--- src/rtl/booth_divider_seq.sv ---
// booth_divider_seq: sequential signed restoring divider, WIDTH steps per operation, start/busy/done handshake
// ports: clk, rst_n (async active-low), start, dividend, divisor -> busy, done (1-cycle pulse), quotient, remainder, div_by_zero, overflow
module booth_divider_seq #(
  parameter int WIDTH = 4
) (
  input  logic             clk,
  input  logic             rst_n,
  input  logic             start,
  input  logic [WIDTH-1:0] dividend,
  input  logic [WIDTH-1:0] divisor,
  output logic             busy,
  output logic             done,
  output logic [WIDTH-1:0] quotient,
  output logic [WIDTH-1:0] remainder,
  output logic             div_by_zero,
  output logic             overflow
);
  localparam int CW = $clog2(WIDTH + 1);
  typedef enum logic [1:0] {IDLE, CALC, FIX} state_t;
  state_t state, state_d;
  logic [CW-1:0] cnt;
  logic [WIDTH-1:0] p, qm, dvs, a_q, a_mag, b_mag;
  logic sign_q, sign_r, dz, ov;
  logic [WIDTH:0] p_sh, diff;
  assign a_mag = dividend[WIDTH-1] ? -dividend : dividend;
  assign b_mag = divisor[WIDTH-1] ? -divisor : divisor;
  // partial remainder stays below |divisor| <= 2^(WIDTH-1), so the shifted value fits WIDTH+1 bits
  // and the trial subtraction's top bit is a clean borrow
  assign p_sh = {p, qm[WIDTH-1]};
  assign diff = p_sh - {1'b0, dvs};
  assign busy = state != IDLE;
  assign done = state == FIX;
  // CALC lingers one cycle with cnt==0 while the signed results are formed
  always_comb state_d = state == IDLE ? (start ? CALC : IDLE) :
                        state == CALC ? (cnt == '0 ? FIX : CALC) : IDLE;
  always_ff @(posedge clk or negedge rst_n)
    if (!rst_n) state <= IDLE;
    else state <= state_d;
  always_ff @(posedge clk or negedge rst_n) begin
    if (!rst_n) begin
      cnt <= '0;
      p <= '0;
      qm <= '0;
      dvs <= '0;
      a_q <= '0;
      sign_q <= 1'b0;
      sign_r <= 1'b0;
      dz <= 1'b0;
      ov <= 1'b0;
      quotient <= '0;
      remainder <= '0;
      div_by_zero <= 1'b0;
      overflow <= 1'b0;
    end else if (state == IDLE && start) begin
      cnt <= CW'(WIDTH);
      p <= '0;
      qm <= a_mag;
      dvs <= b_mag;
      a_q <= dividend;
      sign_q <= dividend[WIDTH-1] ^ divisor[WIDTH-1];
      sign_r <= dividend[WIDTH-1];
      dz <= divisor == '0;
      ov <= dividend == {1'b1, {(WIDTH-1){1'b0}}} && &divisor;
      div_by_zero <= 1'b0;
      overflow <= 1'b0;
    end else if (state == CALC && cnt != '0) begin
      p <= diff[WIDTH] ? p_sh[WIDTH-1:0] : diff[WIDTH-1:0];
      qm <= {qm[WIDTH-2:0], ~diff[WIDTH]};
      cnt <= cnt - CW'(1);
    end else if (state == CALC) begin
      quotient <= dz ? '1 : sign_q ? -qm : qm;
      remainder <= dz ? a_q : sign_r ? -p : p;
      div_by_zero <= dz;
      overflow <= ov;
    end
  end
endmodule

--- config.mk ---
export PLATFORM = sky130hd
export DESIGN_NAME = booth_divider_seq
export DESIGN_NICKNAME = d
export VERILOG_FILES = /design/src/rtl/booth_divider_seq.sv
export SDC_FILE = /design/constraint.sdc
export NUM_CORES = 1
export LEC_CHECK = 0
export CAP_MARGIN = 25
export CORE_MARGIN = 2
export CORE_UTILIZATION = 45
export CTS_CLUSTER_SIZE = 28
export DETAILED_ROUTE_END_ITERATION = 16
export PLACE_DENSITY = 0.67
export SETUP_SLACK_MARGIN = 0.4
export SLEW_MARGIN = 20
export SYNTH_ARGS = -nofsm -noshare
export SYNTH_HDL_FRONTEND = slang
export SYNTH_SLANG_ARGS = --single-unit
--- constraint.sdc ---
create_clock -name clk -period 3.6 [get_ports clk]
set_input_delay 0.54 -clock clk [delete_from_list [all_inputs] [get_ports clk]]
set_output_delay 0.54 -clock clk [all_outputs]
set_load 0.02 [all_outputs]
* Word-level counts from Yosys, hierarchy flattened
Cells that the tools add are included.
Word-level totals: bits in registers 35, input bits 11, word-level logic and storage cells 64
Operators by class: add/subtract/negate cells 6, equality and inequality tests 4, muxes and demuxes 23, bitwise operators 4, reductions and logical operators 13
Operator list (count):
- 4-bit 2-to-1 mux | 11
- 4-bit negator | 4
- 1-bit 2-to-1 mux | 7
- 2-bit 2-to-1 mux | 3
- 3-bit 2-to-1 mux | 2
- 2-bit nonzero test | 3
- 5-bit by 4-bit subtractor with 5-bit output | 1
- 4-bit equality test, second input constant | 1
- 4-bit zero test | 1
- 4-bit AND reduction | 1
- 1-bit logical AND | 3
- 3-bit zero test | 1
- 1-bit NOT | 3
- 3-bit AND reduction | 1
- 3-bit nonzero test | 1
- 3-bit by 1-bit subtractor with 3-bit output, second input constant | 1
- 2-bit by 1-bit equality test with 1-bit output, second input constant | 1
- 2-bit equality test, second input constant | 1
- 2-bit zero test | 1
- 2-bit != test, second input constant | 1
- 2-bit AND reduction | 1
- 1-bit bitwise XOR | 1

* Depth between registers and ports, before layout
Gate-level depths: netlist of the first run.
depth after elaboration 4, gate-level depth with buffers 8, mapped depth without buffers 8

* Worst setup path after synthesis of the first run
OpenSTA, ideal clock, no wires.
path type reg2reg, start point reg qm[3], end point reg p[0], arrival 1.994 ns, setup slack 1.524 ns, stages on the path, launching flop included 9, path buffers 0, cell sequence dfrtp_1 inv_1 ha_1 fa_1 nand2b_1 a21oi_2 xor2_4 mux2_4 o22ai_2
On the way: longest elaborated chain between the ends 4
Ends and longest elaborated chain:
- start: declaration | line 22 | logic [WIDTH-1:0] p, qm, dvs, a_q, a_mag, b_mag;
- start signal: assignment | line 57 | qm <= a_mag;
- start signal: assignment | line 68 | qm <= {qm[WIDTH-2:0], ~diff[WIDTH]};
- 5-bit by 4-bit subtractor with 5-bit output | line 30 | assign diff = p_sh - {1'b0, dvs};
- 4-bit 2-to-1 mux (*) | line 67 | p <= diff[WIDTH] ? p_sh[WIDTH-1:0] : diff[WIDTH-1:0];
- 4-bit 2-to-1 mux (*) | line 66 | end else if (state == CALC && cnt != '0) begin
- 4-bit 2-to-1 mux (*) | line 54 | end else if (state == IDLE && start) begin
- end signal: assignment | line 67
- end: declaration | line 22
Every way passes the cells marked *; elsewhere a longest branch is shown, timed or not. The select of a mux whose other input is x is not followed. A chain may end at the register's enable or synchronous reset.

* Final worst setup path of the first run
start point reg qm[3], end point reg p[1]
On the way: longest elaborated chain between the ends 4
Ends and longest elaborated chain (line):
- 5-bit by 4-bit subtractor with 5-bit output | 30
- 4-bit 2-to-1 mux | 67
- 4-bit 2-to-1 mux | 66
- 4-bit 2-to-1 mux | 54
No other way between the ends. The select of a mux whose other input is x is not followed.

==> results of run 1 <==
[state kept, by name, indices dropped and copies added (netlist names)]
register	flops
remainder	4
dz	1
overflow	1
sign_q	1
div_by_zero	1
dvs	4
state	2
p	4
cnt	3
a_q	4
qm	4
quotient	4
ov	1
[layout make-up]
type / instances / share of cell area [%]
sequential: 34 / 38.4
multi-input combinational: 133 / 40.3
clock buffer: 6 / 3.73
clock inverter: 1 / 1.36
inverter: 18 / 3.05
timing repair buffer: 23 / 10.3
tap: 50 / 2.82
[critical path: stages (launching register included)]
cell and delay (ps):
dfrtp_1 330, inv_1 80, ha_1 240, fa_1 410, nand2b_1 180, a21oi_2 230, xor2_4 270, mux2_4 330
o22ai_2 100
[kinds of logic after synthesis]
kind of cell	count (synthesis)	share of synthesized area [%]
and+or+nand+nor	62	15.6
AOI/OAI and AO/OA	41	13.7
DFF	34	46.3
buffers and inverters	24	5.04
adders and majority gates	12	8.58
xor gates and xnor gates	9	5.31
muxes	9	5.45
[through the flow]
stage / worst slack [ps] / power [mW] / utilization, % / hold slack, ps / std cells
after floorplan: 1520 / 1.50 / - / 244 / 191
after global placement: 1480 / 1.75 / 52.9 / 464 / 258
after detailed placement: 1360 / 1.81 / 52.9 / 474 / 258
after CTS: 1350 / 2.16 / 55.8 / 489 / 265
after global routing: 1250 / 2.33 / 55.8 / 521 / 265
final: 1350 / 2.14 / 55.8 / 480 / 265
[worst paths after layout]
check                                to  depth (start not counted)    startpoint  slack [ps]
min                        remainder[1]                          2  remainder[1]         480
min in group asynchronous         qm[1]                          2         rst_n         670
max                                p[1]                          8         qm[3]        1350
max reg2reg                        p[1]                          8         qm[3]        1350
max in group asynchronous         qm[2]                          2         rst_n        2620
min reg2reg                remainder[1]                          2  remainder[1]         480
[routing by layer]
metal	routed length, µm	GRT usage, %	share of wire (%)
met2	1880	31.9	50
met1	1640	23.3	44
met5	0	0	0
met4	97	9.50	2.6
met3	145	5.59	3.9
[where the power goes]
| part | internal, mW | switching (mW) | leakage (nW) |
|---|---|---|---|
| combinational | 0.515 | 0.596 | 0.527 |
| sequential | 0.548 | 0.135 | 0.421 |
| clock | 0.221 | 0.130 | 0.0573 |
| total | 1.28 | 0.861 | 1.00 |
[cell usage after synthesis]
| cell | instances | area, µm² |
|---|---|---|
| a31oi_1 | 4 | 25.0 |
| inv_2 | 1 | 3.75 |
| nor2_1 | 14 | 52.6 |
| o22ai_2 | 2 | 25.0 |
| o22ai_1 | 1 | 6.26 |
| fa_1 | 1 | 20.0 |
| a22oi_1 | 1 | 7.51 |
| buf_2 | 2 | 10.0 |
| o21a_1 | 1 | 7.51 |
| nand2b_1 | 5 | 31.3 |
| nor4_1 | 1 | 6.26 |
| a21oi_1 | 9 | 45.0 |
| o31ai_1 | 2 | 15.0 |
| ha_1 | 11 | 138 |
| mux2i_1 | 7 | 70.1 |
| nand4_1 | 3 | 18.8 |
| o21ai_0 | 15 | 75.1 |
| nor2_4 | 1 | 11.3 |
| clkbuf_1 | 4 | 15.0 |
| nand2_1 | 28 | 105 |
| and3_1 | 1 | 6.26 |
| xnor2_1 | 7 | 61.3 |
| inv_1 | 17 | 63.8 |
| nor2b_1 | 6 | 37.5 |
| and2_1 | 1 | 6.26 |
| o21ai_1 | 2 | 10.0 |
| xor2_4 | 1 | 27.5 |
| xor2_1 | 1 | 8.76 |
| a21oi_2 | 1 | 8.76 |
| or3_1 | 1 | 6.26 |
| dfrtp_1 | 34 | 851 |
| nand3_1 | 1 | 5.00 |
| mux2_4 | 2 | 30.0 |
| o221ai_1 | 3 | 26.3 |
==> impl_metrics.tcl, run 1 <==
set metrics [dict create \
    outcome "finished clean" \
    worst_pin_slew_ps 610 \
    postRouteAntennaNets 0 \
    num_antenna_cells 0 \
    fp.dieH_um 67.9 \
    regArea_um2 851 \
    root_buffer "clkbuf_8" \
    hp-class "reg -> reg" \
    clockBufferDepth 2 \
    synth-seq-cells 34 \
    slew_headroom_pct 59.3 \
    path_class "reg -> reg" \
    drt_iter0_markers 128 \
    drv_slew 0 \
    skew_ps 3.90 \
    min_period_ps 2250 \
    layout_commonest_cell "dfrtp_1" \
    grt_pass1_vias 1433 \
    grt_pass1_wl_um 6460 \
    row_count 23 \
    cts.htree.levels 2 \
    setup_violations 0 \
    p_leak_nw 1.00 \
    path_clk_slew_ps 70 \
    cts_made_buffers 5 \
    ir_worst_vdd_mv 0.462 \
    max-cap-violations 0 \
    syn2layout_area_growth_pct 20.6 \
    stdcell_area_um2 2210 \
    yosys_warnings 0 \
    coreArea_um2 3970 \
    initial_core_util_pct 46.3 \
    clock_latency_ps 280 \
    avgSynthCellArea_um2 9.62 \
    cp-start-kind "register" \
    cts_setup_buffers 0 \
    synth_nets 214 \
    syn_area_um2 1840 \
    numPortBuffers 22 \
    overflow 0 \
    max_freq_mhz 444 \
    required_ps 3800 \
    critical_path.max_fanout 5 \
    fp.dieArea_um2 4610 \
    layout_common_cells "dfrtp_1, nand2_1, clkdlybuf4s50_1" \
    ctsHoldBuffers 0 \
    placed_area_um2 2100 \
    fin_nets 238 \
    p_per_area_nw_per_um2 969 \
    grt_usage_pct 19.4 \
    die_x_um 67.9 \
    crit_path_end_kind "register" \
    fillers 352 \
    drc_errors 0 \
    grt_max_degree 35 \
    cts.sinks 34 \
    rsz0062_at_grt "no" \
    antenna_found_initial 0 \
    via_count 1356 \
    drt-vias-per-instance 5.12 \
    period_share_pct 62.6 \
    dp.final_hpwl_um 2840 \
    wl_per_cell_um 14.2 \
    drt_wl_total_um 3760 \
    synth_seq_area_share_pct 46.3 \
    fin_tns_setup_ps 0 \
    yosys.cell_types.count 34 \
    syn_inst 191 \
    post_cts_resized 0 \
    dr.pass1.iters 5 \
    cts_tree "built" \
    arrival_ps 2450 \
    io_pins 23 \
    multi_input_area_um2 893 \
    layout-drive-gt1-share_pct 7.44 \
    gp_congestion 0.767 \
    hold_viol_final 0 \
]
No activity file was read; power rests on OpenSTA's default activity.
==> run 2, diff against run 1 <==
--- a/config.mk
+++ b/config.mk
@@ -10,7 +10,7 @@
 export CORE_UTILIZATION = 45
 export CTS_CLUSTER_SIZE = 28
 export DETAILED_ROUTE_END_ITERATION = 16
-export PLACE_DENSITY = 0.67
+export PLACE_DENSITY = 0.69
 export SETUP_SLACK_MARGIN = 0.4
 export SLEW_MARGIN = 20
 export SYNTH_ARGS = -nofsm -noshare
==> constraint.sdc (replaced) <==
create_clock -name clk -period 1.9 [get_ports clk]
set_input_delay 0.285 -clock clk [delete_from_list [all_inputs] [get_ports clk]]
set_output_delay 0.285 -clock clk [all_outputs]
set_load 0.02 [all_outputs]
==> impl_metrics.tcl, run 2 (synthesis gave the netlist of run 1 again) <==
set metrics [dict create \
    outcome "finished, violations left" \
    violations "negative setup slack" \
    fin_nets 258 \
    swShare_pct 40.6 \
    rrSetupSlack_ps -70 \
    internal_power_mw 2.68 \
    postRouteAntennaNets 0 \
    numPortBuffers 22 \
    power_mw 4.51 \
    clockBufferDepth 2 \
    period_share_pct 104 \
    ir_worst_vdd_mv 0.757 \
    wl_per_cell_um 14.1 \
    layout_commonest_cell "dfrtp_1" \
    clock_latency_ps 290 \
    combPwrFrac_pct 59.1 \
    wl_met3_um 213 \
    stdcell_area_um2 2380 \
    arrival_ps 2180 \
    fp.dieArea_um2 4610 \
    dr.pass1.iters 4 \
    grt_pass1_vias 1408 \
    worst_pin_slew_ps 444 \
    grt_max_degree 35 \
    cp-start-kind "register" \
    placed_area_um2 2220 \
    met2WireLength_um 1910 \
    critical_path.max_fanout 5 \
    rr_startpoint "qm[3]" \
    drc_errors 0 \
    cts.sinks 34 \
    cts.htree.levels 2 \
    met1Wirelength_um 1800 \
    via_count 1474 \
    io_pins 23 \
    hold_viol_final 0 \
    slew_headroom_pct 70.4 \
    setup_ws_ps -72.3 \
    setup_violations 4 \
    crit_path_end_kind "register" \
    skew_ps 5.48 \
    drv_slew 0 \
    switching_power_mw 1.83 \
    drt-vias-per-instance 5.15 \
    die_x_um 67.9 \
    reg2reg_to "p[0]" \
    grt_pass1_wl_um 6480 \
    fp.dieH_um 67.9 \
    clockPowerShare_pct 12.5 \
    rr_worst_depth 8 \
    dp.final_hpwl_um 2810 \
    required_ps 2110 \
    drt_wl_total_um 4030 \
    hp-class "in -> async" \
    layout-drive-gt1-share_pct 20.8 \
    coreArea_um2 3970 \
    drt_iter0_markers 73 \
    overflow 0 \
    min_period_ps 1970 \
    p_per_area_nw_per_um2 1890 \
    max-cap-violations 0 \
    path_class "reg -> reg" \
    root_buffer "clkbuf_8" \
    syn2layout_area_growth_pct 29.8 \
    cts_made_buffers 5 \
    row_count 23 \
    antenna_found_initial 0 \
    num_antenna_cells 0 \
    max_freq_mhz 507 \
    initial_core_util_pct 46.3 \
    topRoutingLayerUsed "met4" \
    p_leak_nw 1.13 \
    layout_common_cells "dfrtp_1, nand2_1, buf_4" \
    rsz0062_at_grt "yes" \
    pwr-share-seq_pct 28.4 \
    gp_congestion 0.822 \
    dpl_worst_slack_ps -133 \
    cts_tree "built" \
    grt_usage_pct 19.6 \
    path_clk_slew_ps 70 \
]
## run 2: layer usage
metal	GRT usage, %	up-vias
met5	0	-
met4	9.00	0
met3	4.93	9
met2	32.1	47
met1	24.3	686
li1	-	732
## run 2: what timing repair did
action,in CTS,in global routing
resized for setup,17,16
pin swaps,5,5
hold buffers,0,0
setup buffers,4,3
setup endpoints to repair,19,19
## run 2: final cells by class
cell class | count | area [µm²]
Sequential cell | 34 | 851
Clock buffer | 7 | 86.3
Clock inverter | 1 | 5.00
Fill cell | 352 | 1590
Multi-Input combinational cell | 133 | 943
Timing Repair Buffer | 43 | 367
Tap cell | 50 | 62.6
Inverter | 18 | 70.1
## run 2: how the worst max path moves through the flow
stage                start   end  slack [ps]  cells after the start
floorplan           dvs[0]  p[0]         -60                      7
global placement    dvs[0]  p[0]        -100                      7
detailed placement  dvs[0]  p[0]        -130                      7
CTS                 dvs[0]  p[0]         -80                      7
global route        dvs[0]  p[1]        -160                      7
finish               qm[3]  p[0]         -70                      8
## run 2: power by group through the flow
| stage | logic [mW] | clock network [mW] | registers (mW) |
|---|---|---|---|
| finish | 2.67 | 0.562 | 1.28 |
| global route | 2.94 | 0.604 | 1.32 |
| CTS | 2.50 | 0.572 | 1.27 |
| detailed placement | 2.41 | 0 | 1.28 |
| global placement | 2.34 | 0 | 1.27 |
| floorplan | 1.57 | 0 | 1.33 |
## run 2: stage by stage
step                util [%]  setup TNS, ps  instances  hold WS, ps
floorplan                  -           -119        191        -10.6
global placement        55.9           -254        271          461
detailed placement      55.9           -397        271          470
CTS                     58.7           -168        283          413
global route            60.1           -688        286          430
finish                  60.1           -151        286          393
## run 2: critical path, cell delays in order (launching register included)
cell and delay, ps:
dfrtp_1 320, inv_1 50, ha_2 190, fa_2 330, nand2b_4 150, a21oi_4 170
xor2_4 260, mux2_4 330, o22ai_2 80
